<file path="src/rtl/pipe_hazard_ctrl_if.sv">
// ID-stage instruction, branch and hazard-control signals shared between the
// pipeline datapath (master) and the hazard controller (slave).
interface pipe_hazard_ctrl_if #(
    parameter int unsigned REG_AW = 3
);
    logic              id_valid;
    logic [REG_AW-1:0] id_rs1;
    logic [REG_AW-1:0] id_rs2;
    logic              id_rs1_used;
    logic              id_rs2_used;
    logic [REG_AW-1:0] id_rd;
    logic              id_regwrite;
    logic              id_memread;
    logic              br_taken;

    logic              pc_hold;
    logic              ifid_hold;
    logic              idex_bubble;
    logic [2:0]        flush_mask;
    logic [1:0]        fwd_a;
    logic [1:0]        fwd_b;
    logic              ex_valid;
    logic              mem_valid;
    logic              wb_valid;
    logic [15:0]       stall_cnt;

    modport master (
        output id_valid, id_rs1, id_rs2, id_rs1_used, id_rs2_used,
               id_rd, id_regwrite, id_memread, br_taken,
        input  pc_hold, ifid_hold, idex_bubble, flush_mask, fwd_a, fwd_b,
               ex_valid, mem_valid, wb_valid, stall_cnt
    );

    modport slave (
        input  id_valid, id_rs1, id_rs2, id_rs1_used, id_rs2_used,
               id_rd, id_regwrite, id_memread, br_taken,
        output pc_hold, ifid_hold, idex_bubble, flush_mask, fwd_a, fwd_b,
               ex_valid, mem_valid, wb_valid, stall_cnt
    );
endinterface

</file>
<file path="src/rtl/pipe_hazard_ctrl.sv">
// Hazard/flush controller for a 5-stage pipeline: tracks EX/MEM/WB register
// usage and drives hold, bubble, flush and EX forwarding selects.
module pipe_hazard_ctrl #(
    parameter int unsigned REG_AW   = 3,
    parameter bit          FWD_EN   = 1'b1,
    parameter int unsigned BR_STAGE = 3,
    parameter bit          ZERO_REG = 1'b1
) (
    input logic               clk,
    input logic               rst,
    pipe_hazard_ctrl_if.slave bus
);
    typedef struct packed {
        logic              valid;
        logic [REG_AW-1:0] rd;
        logic              regwrite;
        logic              memread;
    } dst_t;

    localparam logic [2:0] FLUSH_BR = (BR_STAGE == 3) ? 3'b111 : 3'b011;

    dst_t              ex_q, ex_d, mem_q, mem_d, wb_q, wb_d;
    logic [REG_AW-1:0] ex_rs1_q, ex_rs1_d, ex_rs2_q, ex_rs2_d;
    logic              ex_rs1_used_q, ex_rs1_used_d, ex_rs2_used_q, ex_rs2_used_d;
    logic [15:0]       cnt_q, cnt_d;

    logic              stall, stall_eff, br;
    logic [2:0]        flush;
    logic [1:0]        fwd_a, fwd_b;

    function automatic logic match(dst_t s, logic [REG_AW-1:0] r, logic used);
        return used && s.valid && s.regwrite && (s.rd == r) && !(ZERO_REG && (r == '0));
    endfunction

    function automatic logic [1:0] fwd_sel(logic [REG_AW-1:0] r, logic used);
        if (match(mem_q, r, used) && !mem_q.memread) return 2'b01;
        if (match(wb_q, r, used))                    return 2'b10;
        return 2'b00;
    endfunction

    always_comb begin
        if (FWD_EN)
            stall = bus.id_valid && ex_q.memread &&
                    (match(ex_q, bus.id_rs1, bus.id_rs1_used) ||
                     match(ex_q, bus.id_rs2, bus.id_rs2_used));
        else
            stall = bus.id_valid &&
                    (match(ex_q,  bus.id_rs1, bus.id_rs1_used) ||
                     match(ex_q,  bus.id_rs2, bus.id_rs2_used) ||
                     match(mem_q, bus.id_rs1, bus.id_rs1_used) ||
                     match(mem_q, bus.id_rs2, bus.id_rs2_used) ||
                     match(wb_q,  bus.id_rs1, bus.id_rs1_used) ||
                     match(wb_q,  bus.id_rs2, bus.id_rs2_used));

        br        = bus.br_taken && !rst;
        stall_eff = stall && !bus.br_taken && !rst;
        flush     = br ? FLUSH_BR : 3'b000;

        fwd_a = 2'b00;
        fwd_b = 2'b00;
        if (FWD_EN && ex_q.valid && !rst) begin
            fwd_a = fwd_sel(ex_rs1_q, ex_rs1_used_q);
            fwd_b = fwd_sel(ex_rs2_q, ex_rs2_used_q);
        end

        wb_d  = mem_q;
        mem_d = flush[2] ? '0 : ex_q;

        // Stalled, flushed or empty ID slots enter EX as an all-zero bubble.
        if (stall_eff || flush[1] || !bus.id_valid) begin
            ex_d          = '0;
            ex_rs1_d      = '0;
            ex_rs2_d      = '0;
            ex_rs1_used_d = 1'b0;
            ex_rs2_used_d = 1'b0;
        end else begin
            ex_d          = '{valid: 1'b1, rd: bus.id_rd,
                              regwrite: bus.id_regwrite, memread: bus.id_memread};
            ex_rs1_d      = bus.id_rs1;
            ex_rs2_d      = bus.id_rs2;
            ex_rs1_used_d = bus.id_rs1_used;
            ex_rs2_used_d = bus.id_rs2_used;
        end

        cnt_d = (stall_eff && (cnt_q != 16'hFFFF)) ? cnt_q + 16'd1 : cnt_q;
    end

    always_ff @(posedge clk) begin
        if (rst) begin
            ex_q          <= '0;
            mem_q         <= '0;
            wb_q          <= '0;
            ex_rs1_q      <= '0;
            ex_rs2_q      <= '0;
            ex_rs1_used_q <= 1'b0;
            ex_rs2_used_q <= 1'b0;
            cnt_q         <= '0;
        end else begin
            ex_q          <= ex_d;
            mem_q         <= mem_d;
            wb_q          <= wb_d;
            ex_rs1_q      <= ex_rs1_d;
            ex_rs2_q      <= ex_rs2_d;
            ex_rs1_used_q <= ex_rs1_used_d;
            ex_rs2_used_q <= ex_rs2_used_d;
            cnt_q         <= cnt_d;
        end
    end

    assign bus.pc_hold     = stall_eff;
    assign bus.ifid_hold   = stall_eff;
    assign bus.idex_bubble = stall_eff;
    assign bus.flush_mask  = flush;
    assign bus.fwd_a       = fwd_a;
    assign bus.fwd_b       = fwd_b;
    assign bus.ex_valid    = ex_q.valid  && !rst;
    assign bus.mem_valid   = mem_q.valid && !rst;
    assign bus.wb_valid    = wb_q.valid  && !rst;
    assign bus.stall_cnt   = rst ? 16'h0000 : cnt_q;
endmodule

</file>
<file path="src/flat_wrapper.sv">
// flat-port wrapper written by rule: the top's interface ports become plain ports
module pipe_hazard_ctrl_flat 
#(
    parameter int unsigned REG_AW   = 3,
    parameter bit          FWD_EN   = 1'b1,
    parameter int unsigned BR_STAGE = 3,
    parameter bit          ZERO_REG = 1'b1
)
  (clk, rst, bus_id_valid, bus_id_rs1, bus_id_rs2, bus_id_rs1_used, bus_id_rs2_used, bus_id_rd, bus_id_regwrite, bus_id_memread, bus_br_taken, bus_pc_hold, bus_ifid_hold, bus_idex_bubble, bus_flush_mask, bus_fwd_a, bus_fwd_b, bus_ex_valid, bus_mem_valid, bus_wb_valid, bus_stall_cnt);
  pipe_hazard_ctrl_if #(.REG_AW(REG_AW)) bus_i ();
  input logic clk;
  input logic rst;
  input wire logic [$bits(bus_i.id_valid)-1:0] bus_id_valid;
  input wire logic [$bits(bus_i.id_rs1)-1:0] bus_id_rs1;
  input wire logic [$bits(bus_i.id_rs2)-1:0] bus_id_rs2;
  input wire logic [$bits(bus_i.id_rs1_used)-1:0] bus_id_rs1_used;
  input wire logic [$bits(bus_i.id_rs2_used)-1:0] bus_id_rs2_used;
  input wire logic [$bits(bus_i.id_rd)-1:0] bus_id_rd;
  input wire logic [$bits(bus_i.id_regwrite)-1:0] bus_id_regwrite;
  input wire logic [$bits(bus_i.id_memread)-1:0] bus_id_memread;
  input wire logic [$bits(bus_i.br_taken)-1:0] bus_br_taken;
  output wire logic [$bits(bus_i.pc_hold)-1:0] bus_pc_hold;
  output wire logic [$bits(bus_i.ifid_hold)-1:0] bus_ifid_hold;
  output wire logic [$bits(bus_i.idex_bubble)-1:0] bus_idex_bubble;
  output wire logic [$bits(bus_i.flush_mask)-1:0] bus_flush_mask;
  output wire logic [$bits(bus_i.fwd_a)-1:0] bus_fwd_a;
  output wire logic [$bits(bus_i.fwd_b)-1:0] bus_fwd_b;
  output wire logic [$bits(bus_i.ex_valid)-1:0] bus_ex_valid;
  output wire logic [$bits(bus_i.mem_valid)-1:0] bus_mem_valid;
  output wire logic [$bits(bus_i.wb_valid)-1:0] bus_wb_valid;
  output wire logic [$bits(bus_i.stall_cnt)-1:0] bus_stall_cnt;
  assign bus_i.id_valid = bus_id_valid;
  assign bus_i.id_rs1 = bus_id_rs1;
  assign bus_i.id_rs2 = bus_id_rs2;
  assign bus_i.id_rs1_used = bus_id_rs1_used;
  assign bus_i.id_rs2_used = bus_id_rs2_used;
  assign bus_i.id_rd = bus_id_rd;
  assign bus_i.id_regwrite = bus_id_regwrite;
  assign bus_i.id_memread = bus_id_memread;
  assign bus_i.br_taken = bus_br_taken;
  assign bus_pc_hold = bus_i.pc_hold;
  assign bus_ifid_hold = bus_i.ifid_hold;
  assign bus_idex_bubble = bus_i.idex_bubble;
  assign bus_flush_mask = bus_i.flush_mask;
  assign bus_fwd_a = bus_i.fwd_a;
  assign bus_fwd_b = bus_i.fwd_b;
  assign bus_ex_valid = bus_i.ex_valid;
  assign bus_mem_valid = bus_i.mem_valid;
  assign bus_wb_valid = bus_i.wb_valid;
  assign bus_stall_cnt = bus_i.stall_cnt;
  pipe_hazard_ctrl #(.REG_AW(REG_AW), .FWD_EN(FWD_EN), .BR_STAGE(BR_STAGE), .ZERO_REG(ZERO_REG)) u_core (.clk(clk), .rst(rst), .bus(bus_i));
endmodule
</file>
<file path="config.mk">
export PLATFORM = sky130hd
export DESIGN_NAME = pipe_hazard_ctrl_flat
export DESIGN_NICKNAME = d
export VERILOG_FILES = /design/src/rtl/pipe_hazard_ctrl_if.sv /design/src/rtl/pipe_hazard_ctrl.sv /design/src/flat_wrapper.sv
export SDC_FILE = /design/constraint.sdc
export NUM_CORES = 1
export LEC_CHECK = 0
export ABC_AREA = 1
export CORE_ASPECT_RATIO = 0.6
export CORE_MARGIN = 8
export CORE_UTILIZATION = 52
export CTS_BUF_LIST = sky130_fd_sc_hd__clkbuf_4 sky130_fd_sc_hd__clkbuf_8
export CTS_CLUSTER_DIAMETER = 80
export DETAILED_ROUTE_END_ITERATION = 8
export PLACE_DENSITY = 0.82
export SLEW_MARGIN = 40
export SYNTH_ARGS = -nofsm -noshare
export SYNTH_HDL_FRONTEND = slang
export SYNTH_SLANG_ARGS = --single-unit
</file>
<file path="constraint.sdc">
create_clock -name clk -period 1.8 [get_ports clk]
set_input_delay 0.18 -clock clk [delete_from_list [all_inputs] [get_ports clk]]
set_output_delay 0.18 -clock clk [all_outputs]
set_load 0.01 [all_outputs]
</file>
==> results.cfg <==
[status]
status = finished clean

[setup_path]
max_stage_delay_ns = 0.34
crit_type = flip-flop to output pin
crit_chain = buf_6 > xor2_1 > nor4_2 > nand2_1 > nor2_1 > buf_2
endpoint = bus_fwd_a[0]
endpoint_kind = output pin
r2r-start = u_core.cnt_q[0]
worstSetupStartpointType = flip-flop
crit_cells = 6
worstReg2RegEnd = u_core.cnt_q[0]
worst_ep_arrival_time_ns = 1.58
regToRegSetupSlack_ns = 0.17
cp_max_fo = 3
path_buf_inv = 2
cp.required_ns = 1.62
reg2regPathDepth = 10
critical-path-top-delay-family = simple AND/OR/NAND/NOR gates
critPathLaunch = u_core.ex_rs1_q[1]
slowest_stage = dfxtp_2

[cells_and_area]
area_delta_synth_final_pct = 34.2
nets = 397
fillers = 324
stdcell_area_um2 = 2850
drive_gt1_share_pct = 20.0
final_util_pct = 71.2
instances_no_fill = 430
num_antenna_cells = 0

[sta]
worstMarginPinSlew_ns = 0.397
period_needed_ns = 1.76
fin_tns_setup_ns = 0
timing.fmax_mhz = 568
max_slew_margin_pct = 73.3
drv_slew = 0
period_share_pct = 97.8
setup_viol = 0
rsz0062_at_grt = true
fin_skew_ns = 0.00605
finalHoldViolCount = 0
fin_ws_ns = 0.0398
fin_hold_ws_ns = 0.389

[pwr]
switchingPower_mw = 0.407
swShare_pct = 23.3
p_leak_nw = 1.27
clkPwrFrac_pct = 38.6
total_power_mw = 1.74
power_frac_comb_pct = 8.3
intPower_mw = 1.34
power-per-cell-area_nw_per_um2 = 611
pwr-share-seq_pct = 53.0
ir_drop_mv = 0.464

[grt]
overflow = 0
grt_usage_pct = 17.3
antenna_found_initial = 0
grt_pass1_vias = 1936
grt_max_degree = 22
grt_pass1_wl_um = 9030

[synthesis]
yosysSeqAreaShare_pct = 38.6
yosysWarnings = 0
netlist_top_cells_count = 72 x nor2_1, 55 x inv_1, 49 x nand2_1
synth.top_cells.by_area = dfxtp_1 39%, nor2_1 13%, inv_1 9.7%
ys_ff_latch = 41
yosysMostFrequentCell = nor2_1
synth_area_per_cell_um2 = 6.73
yosysTopAreaCellShare_pct = 38.6
synth_edf_count = 0
synth_async_sr_flop_share_pct = 0
netlist_instances = 316
synth_cell_types = 31
synth_fp_nets = 334
ys.flop_type = dfxtp_1
synth_area_um2 = 2130
synth_top_area_cell = dfxtp_1

[routing]
routed_wl_um = 5370
drtAntennaViolNets = 0
drtIter0Drc = 119
wl_per_cell_um = 12.5
drc = 0
vias = 2085
viasPerCell = 4.85
dr.pass1.iters = 4

[clock_network]
tritoncts = done
clk_latency_ns = 0.30
clock-root-buffer = clkbuf_8
cts_hold_buf = 0
path_clk_slew_ns = 0.08
h-tree-depth = 2
numCtsBuffers = 5
cts.sinks = 41
cts.path.max_buffers = 2

[place]
dp.final_hpwl_um = 4210
place_congestion = 0.862
dpl.cell_count = 420
dp_slack_ns = -0.269
place_area_um2 = 2720
io_buffers = 45

[min_path]
min_path_type = input port to flip-flop

[job]
cap_violations = 0

[floorplanning]
io_pins = 46
die-area_um2 = 6460
start_util_pct = 53.0
coreArea_um2 = 4010
fp.dieH_um = 65.5
fp-row-count = 18
die_x_um = 98.5
## layout by cell type (no fill, tap or decap), drive strengths merged
master	count
buf	22
xnor2	2
dfxtp	41
nand3b	3
xor2	5
clkbuf	13
clkinv	1
inv	61
nand3	18
nand2	51
ha	1
or3	1
and3	1
nor3	7
nor2	78
nor4	2
clkdlybuf4s50	37
o21ai	13
a21oi	18
nand4	4
dlygate4sd2	1
## power groups by stage
stage	Sequential, mW	Clock [mW]	Combinational [mW]
global placement	0.947	0	0.135
CTS	0.926	0.679	0.142
global route	0.926	0.733	0.160
floorplan	0.945	0	0.0674
detailed placement	0.947	0	0.139
finish	0.925	0.674	0.145
## tightest hold or removal path, cell delays in order
cell and delay, ns:
clkdlybuf4s50_1 0.39, inv_1 0.05, nor2_1 0.03
## what timing repair did
item,CTS,global route
setup buffers,0,2
endpoints found under the setup margin,12,20
pin swaps,0,4
gates resized for setup,12,31
## state kept, by name (all words and copies together) (netlist names)
register and count:
u_core.cnt_q 16, u_core.ex_q 6, u_core.mem_q 6, u_core.wb_q 5, u_core.ex_rs1_q 3, u_core.ex_rs2_q 3, u_core.ex_rs1_used_q 1, u_core.ex_rs2_used_q 1
## cell families after synthesis
logic type,share of synthesized area [%]
AO/OA/AOI/OAI,7.47
XOR/XNOR,2.88
adder cells (fa/ha/maj),0.588
buffers and inverters,13.8
flip-flops,38.6
AND/OR/NAND/NOR,36.7
## final cells by class
cell class	count	area, um^2	share of cell area [%]
tap	50	62.6	2.19
clock inverter	1	5.00	0.175
timing repair buffer	66	579	20.3
inverter	61	231	8.11
multi-input combinational	204	1040	36.6
sequential	41	835	29.3
clock buffer	7	96.3	3.38
## routing by layer
metal	track usage [%]	part of all wire [%]	up-vias	wire, um
met5	0	0	-	0
met4	6.83	1.3	0	71
met3	4.11	6.8	8	365
met2	25.3	41	62	2210
met1	24.0	51	927	2730
li1	-	-	1088	-
## worst min path at each step
stage,start,end,slack [ns],cells past startpoint
2_1_floorplan,bus_id_memread,u_core.ex_q[0],0.29,2
3_3_place_gp,u_core.ex_q[0],u_core.mem_q[0],0.42,2
3_5_place_dp,u_core.ex_q[0],u_core.mem_q[0],0.42,2
5_1_grt,bus_id_regwrite,u_core.ex_q[1],0.39,3
4_1_cts,bus_id_rd[1],u_core.ex_q[3],0.39,3
6_report,bus_id_regwrite,u_core.ex_q[1],0.39,3
Note: power is estimated with default switching activity, not from simulation.
